--- config.mk ---
export PLATFORM = sky130hd
export DESIGN_NAME = imem_ctrl
export DESIGN_NICKNAME = d
export VERILOG_FILES = /design/src/rtl/imem_ctrl.sv
export SDC_FILE = /design/constraint.sdc
export NUM_CORES = 1
export LEC_CHECK = 0
export ABC_AREA = 1
export ABC_CLOCK_PERIOD_IN_PS = 2250
export CAP_MARGIN = 0
export CORE_ASPECT_RATIO = 0.5
export CORE_UTILIZATION = 37
export CTS_CLUSTER_DIAMETER = 100
export DETAILED_ROUTE_END_ITERATION = 16
export PLACE_DENSITY = 0.88
export SKIP_CTS_REPAIR_TIMING = 1
export SLEW_MARGIN = 0
export SYNTH_ARGS = -nofsm -noshare
export SYNTH_HDL_FRONTEND = slang
export SYNTH_SLANG_ARGS = --single-unit
export TNS_END_PERCENT = 50
--- constraint.sdc ---
create_clock -name clk -period 2.25 [get_ports clk]
set_input_delay 0.45 -clock clk [delete_from_list [all_inputs] [get_ports clk]]
set_output_delay 0.45 -clock clk [all_outputs]
set_load 0.005 [all_outputs]
--- src/rtl/imem_ctrl.sv ---
// Instruction memory controller: arbitrates one single-port array between the
// fetch port and the program loader, and zero-fills the array on reset or on
// an explicit clear command.
module imem_ctrl #(
  parameter int unsigned AW             = 10,
  parameter int unsigned DW             = 32,
  parameter bit          CLEAR_ON_RESET = 1'b1
) (
  input  logic          clk,
  input  logic          reset,
  // Fetch port
  input  logic          f_req,
  input  logic [AW-1:0] f_addr,
  output logic          f_ack,
  output logic [DW-1:0] f_rdata,
  // Loader write port
  input  logic          l_wvalid,
  input  logic [AW-1:0] l_waddr,
  input  logic [DW-1:0] l_wdata,
  output logic          l_wready,
  // Zero-fill control
  input  logic          l_clear,
  output logic          busy,
  output logic          clear_done,
  // Memory array side
  output logic [AW-1:0] m_addr,
  output logic [DW-1:0] m_wdata,
  output logic          m_we,
  input  logic [DW-1:0] m_rdata
);

  typedef enum logic {StClear, StRun} state_e;

  localparam logic [AW-1:0] ClrLast = {AW{1'b1}};

  state_e        state_q, state_d;
  logic [AW-1:0] clr_cnt_q, clr_cnt_d;
  logic          f_prio_q, f_prio_d;
  logic          f_ack_q;
  logic          clear_done_q, clear_done_d;
  logic [DW-1:0] f_rdata_q;
  logic          fetch_grant;

  // Next-state and memory-side arbitration.
  always_comb begin
    state_d      = state_q;
    clr_cnt_d    = clr_cnt_q;
    f_prio_d     = f_prio_q;
    clear_done_d = 1'b0;
    fetch_grant  = 1'b0;
    m_addr       = f_addr;
    m_wdata      = '0;
    m_we         = 1'b0;
    l_wready     = 1'b0;
    busy         = 1'b0;

    unique case (state_q)
      StClear: begin
        busy   = 1'b1;
        m_we   = 1'b1;
        m_addr = clr_cnt_q;
        if (l_clear) begin
          // A repeated clear restarts the fill from the bottom.
          clr_cnt_d = '0;
        end else if (clr_cnt_q == ClrLast) begin
          state_d      = StRun;
          clr_cnt_d    = '0;
          clear_done_d = 1'b1;
        end else begin
          clr_cnt_d = clr_cnt_q + AW'(1);
        end
      end
      StRun: begin
        if (l_clear) begin
          // Grant nothing this cycle; clr_cnt_q is already zero here.
          state_d = StClear;
        end else if (l_wvalid && !(f_req && f_prio_q)) begin
          l_wready = 1'b1;
          m_we     = 1'b1;
          m_addr   = l_waddr;
          m_wdata  = l_wdata;
          // Next conflict goes to the fetch port.
          f_prio_d = f_req;
        end else if (f_req) begin
          fetch_grant = 1'b1;
          f_prio_d    = 1'b0;
        end
      end
      default: state_d = StRun;
    endcase
  end

  // State, counter and registered fetch response.
  always_ff @(posedge clk) begin
    if (reset) begin
      state_q      <= CLEAR_ON_RESET ? StClear : StRun;
      clr_cnt_q    <= '0;
      f_prio_q     <= 1'b0;
      f_ack_q      <= 1'b0;
      clear_done_q <= 1'b0;
      f_rdata_q    <= '0;
    end else begin
      state_q      <= state_d;
      clr_cnt_q    <= clr_cnt_d;
      f_prio_q     <= f_prio_d;
      f_ack_q      <= fetch_grant;
      clear_done_q <= clear_done_d;
      if (fetch_grant) begin
        f_rdata_q <= m_rdata;
      end
    end
  end

  assign f_ack      = f_ack_q;
  assign f_rdata    = f_rdata_q;
  assign clear_done = clear_done_q;

endmodule

Word-level counts from Yosys, hierarchy flattened
Index checks and enable logic that the tools add are counted.

Bits of input ports: 89. Register bits: 46.

Reductions and logical operators: 6. Add/sub/neg operators: 1. Bitwise logic cells: 2. Eq/ne operators: 1. Mux-type cells: 23.

Operator list (number): $mux 32 (3); $mux 10 (4); $pmux 10 s2 (1); $mux 1 (13); $add 10x1->10 const B (1); $eq 10x10->1 const B (1); $pmux 1 s2 (2); $reduce_and 3->1 (1); $logic_and 1x1->1 (2); $not 1->1 (2); $reduce_bool 2->1 (1); $reduce_or 2->1 (1); $logic_not 1->1 (1).

Longest topological paths before layout
Depth after elaboration: 6. Depth in mapped cells: 8. Mapped depth without buffers: 8.

Worst setup path before layout
No wires, ideal clock.

Path kind: in2out. Start: input port f_req. End: output port m_addr[2]. Path buffers: 1. Data required time: 1.800 ns. Stages: 5. Arrival: 1.069 ns. Setup slack: 0.731 ns. Path through: nand2_1 > nand2_2 > o21ai_0 > buf_2 > o21ai_0.

Word-level cells in the longest chain between the ends: 6.

RTL lines: start: declaration (line 12) `input logic f_req,`; $logic_and 1x1->1 (line 77) `end else if (l_wvalid && !(f_req && f_prio_q)) begin`; $logic_not 1->1 (line 77); $logic_and 1x1->1 (line 77); $mux 10 (line 77); $mux 10 (line 74) `if (l_clear) begin`; $pmux 10 s2 (line 57) `unique case (state_q)`; end: declaration (line 26) `output logic [AW-1:0] m_addr,`.

No other way between the ends.

Worst setup path after layout
Start: register state_q. End: output port m_wdata[20].

Word-level cells in the longest chain between the ends: 1.

RTL lines: start: declaration (line 36) `state_e state_q, state_d;`; start signal: assignment (line 96) `state_q <= CLEAR_ON_RESET ? StClear : StRun;`; start signal: assignment (line 103) `state_q <= state_d;`; $mux 32 (line 57); end: declaration (line 27) `output logic [DW-1:0] m_wdata,`.

No other way between the ends.

==> impl_metrics.env <==
export IMPL_period_share=0.954
export IMPL_clock_latency_ps=280
export IMPL_cp_num_buf_inv=3
export IMPL_routed_via_density=4.54
export IMPL_synth_top_cell_by_area="dfxtp_1"
export IMPL_utilization=0.765
export IMPL_clk_transition_reported_paths_ps=60
export IMPL_power_density_nw_per_um2=427
export IMPL_cp_start_kind="flop"
export IMPL_initialDrtViolationCount=133
export IMPL_crit_required_ps=1800
export IMPL_synth_xor_area_frac=0
export IMPL_synth_top_family_by_area="simple AND/OR/NAND/NOR gates"
export IMPL_numClockSinks=46
export IMPL_synthAdderAreaFrac=0.00543
export IMPL_die_area_um2=6560
export IMPL_vias=2759
export IMPL_synth_cell_types=27
export IMPL_final_cell_mix="124 x clkdlybuf4s50_1, 110 x nor2_1, 53 x inv_1, 45 x dfxtp_1, 43 x dlymetal6s2s_1"
export IMPL_wl_per_cell_um=13.1
export IMPL_seq_area_frac_synth=0.400
export IMPL_place_hpwl_um=5860
export IMPL_worstMarginPinSlew_ps=332
export IMPL_synthMuxAreaShare=0
export IMPL_fin_nets=613
export IMPL_diodes=0
export IMPL_ir_drop_mv=0.368
export IMPL_wl_um=7990
export IMPL_firstDrtPassIters=4
export IMPL_holdCritStartpoint="f_rdata[4]"
export IMPL_final_setup_skew_ps=2.30
export IMPL_hold_viol_final=0
export IMPL_die_h_um=57.8
export IMPL_grt_overflow_total=0
export IMPL_max_slew_margin=0.778
export IMPL_synthesis_nets=439
export IMPL_min_path_type="flop to flop"
export IMPL_setup_viol_count_final=0
export IMPL_drv_slew=0
export IMPL_place_gp_congestion=0.856
export IMPL_netlist_instances=349
export IMPL_first_global_vias=2490
export IMPL_grt_max_degree=27
export IMPL_yosys_area_share_simple=0.298
export IMPL_cts_buffers=5
export IMPL_cts_tree="done"
export IMPL_outcome="finished clean"
export IMPL_synth_compound_area_share=0.156
export IMPL_cts_root_buf="clkbuf_16"
export IMPL_critPathMaxStageDelay_ps=510
export IMPL_maxCapViolCount=0
export IMPL_critPathTopFamily="buffers and inverters"
export IMPL_ys_ff_latch=46
export IMPL_end_kind="output pin"
export IMPL_fin_setup_tns_ps=0
export IMPL_p_leak_nw=2.53
export IMPL_setup_worst_path_start="state_q"
export IMPL_syn_avg_cell_area_um2=6.60
export IMPL_crit_type="flop to output pin"
export IMPL_r2r_start="clr_cnt_q[1]"
export IMPL_antenna_found_initial=0
export IMPL_layout_commonest_cell="clkdlybuf4s50_1"
export IMPL_max_freq_mhz=466
export IMPL_core_area_um2=5730
export IMPL_rows=19
export IMPL_start_util=0.402
export IMPL_path_cells="inv_2, nor2_4, nand2_4, buf_6, nor2_1, clkdlybuf4s50_1"
export IMPL_die_w_um=114
export IMPL_synth_top_area_frac=0.400
export IMPL_design_area_um2=4390
export IMPL_track_usage=0.229
export IMPL_synth_area_um2=2300
export IMPL_drcViolationCount=0
export IMPL_final_layout_size_suffix_gt1_frac=0.0763
export IMPL_grt_pass1_wl_um=12000
export IMPL_clockBufferDepth=2
export IMPL_boundaryPins=168
export IMPL_grt_setup_unrepaired="no"
export IMPL_cp_max_fo=20
export IMPL_synth_warnings=0
export IMPL_critPathSlowestCell="clkdlybuf4s50_1"
export IMPL_post_dp_cell_area_um2=4090
export IMPL_syn2layout_area_growth_pct=90.4
export IMPL_period_needed_ps=2150
export IMPL_arrival_ps=1700
export IMPL_io_buffers=167
export IMPL_ant_nets=0
export IMPL_fillers=383
export IMPL_h_tree_depth=2
export IMPL_synth_area_top_cells="dfxtp_1 40%, nor2_1 18%, o21ai_0 8.7%"
export IMPL_power_w=0.00187
[sequential cells by signal, indices dropped and copies added, names as in the netlist]
| name | count |
|---|---|
| state_q | 1 |
| f_ack | 1 |
| f_prio_q | 1 |
| clear_done | 1 |
| clr_cnt_q | 10 |
| f_rdata | 32 |
[power by group]
part	leakage (nW)	total (W)	internal, W	switching, W
registers	0.371	0.000820	0.000817	0.00000306
clock network	0.0771	0.000826	0.000524	0.000301
logic	2.08	0.000228	0.000158	0.0000701
total	2.53	0.00187	0.00150	0.000375
[synthesized netlist by cell type]
library cell	n
nor2_1	111
inv_1	53
dfxtp_1	46
o21ai_0	40
nand2_1	31
a21oi_1	10
nand3_1	8
buf_2	7
o211ai_1	5
buf_6	4
inv_2	4
nor3_1	4
clkbuf_1	3
clkbuf_2	3
o21ai_1	3
a22oi_1	2
a22oi_2	2
nand2_2	2
nand3_4	2
nor2_4	2
a211oi_1	1
a21oi_2	1
clkinv_1	1
ha_1	1
nand2_4	1
nand4_1	1
nor4_1	1
[metrics by stage]
step                      hold WS [ps]  instances  setup slack (ps)
after floorplan                    444        349               731
after global placement             456        598              -273
after detailed placement           458        598              -294
after CTS                          465        606              -301
after global routing               503        608              38.2
final                              479        608               104
[routing by layer]
metal | GRT usage | vias up | part of all wire
met4 | 0.0602 | 0 | 0.016
met1 | 0.296 | 1221 | 0.44
li1 | - | 1425 | -
met5 | 0 | - | 0
met2 | 0.393 | 100 | 0.48
met3 | 0.0523 | 13 | 0.063
[path summary, 6_finish.rpt]
check | end | slack (ps) | cells after the start
max reg2reg | clr_cnt_q[2] | 710 | 6
min | f_rdata[4] | 480 | 2
max | m_wdata[20] | 100 | 6
min reg2reg | f_rdata[4] | 480 | 2
[cell type report]
class / instances / area (um2) / area share
repair buffers: 184 / 1910 / 0.436
flip-flops and latches: 46 / 922 / 0.210
clock inverters: 2 / 37.5 / 0.00856
well taps: 84 / 105 / 0.0240
inverters: 58 / 220 / 0.0502
clock buffers: 6 / 129 / 0.0294
multi-input cells: 228 / 1060 / 0.242
[worst min-delay path, cell delays in order, from the launching register on]
cell and delay, ps:
dfxtp_1 320, nor2_1 50, nor2_1 80
[logic make-up after synthesis]
logic type | Yosys count
compound gates | 64
flops | 46
simple gates | 163
buf+inv | 75
fa+ha+maj | 1
No activity file was read; power rests on OpenSTA's default activity.
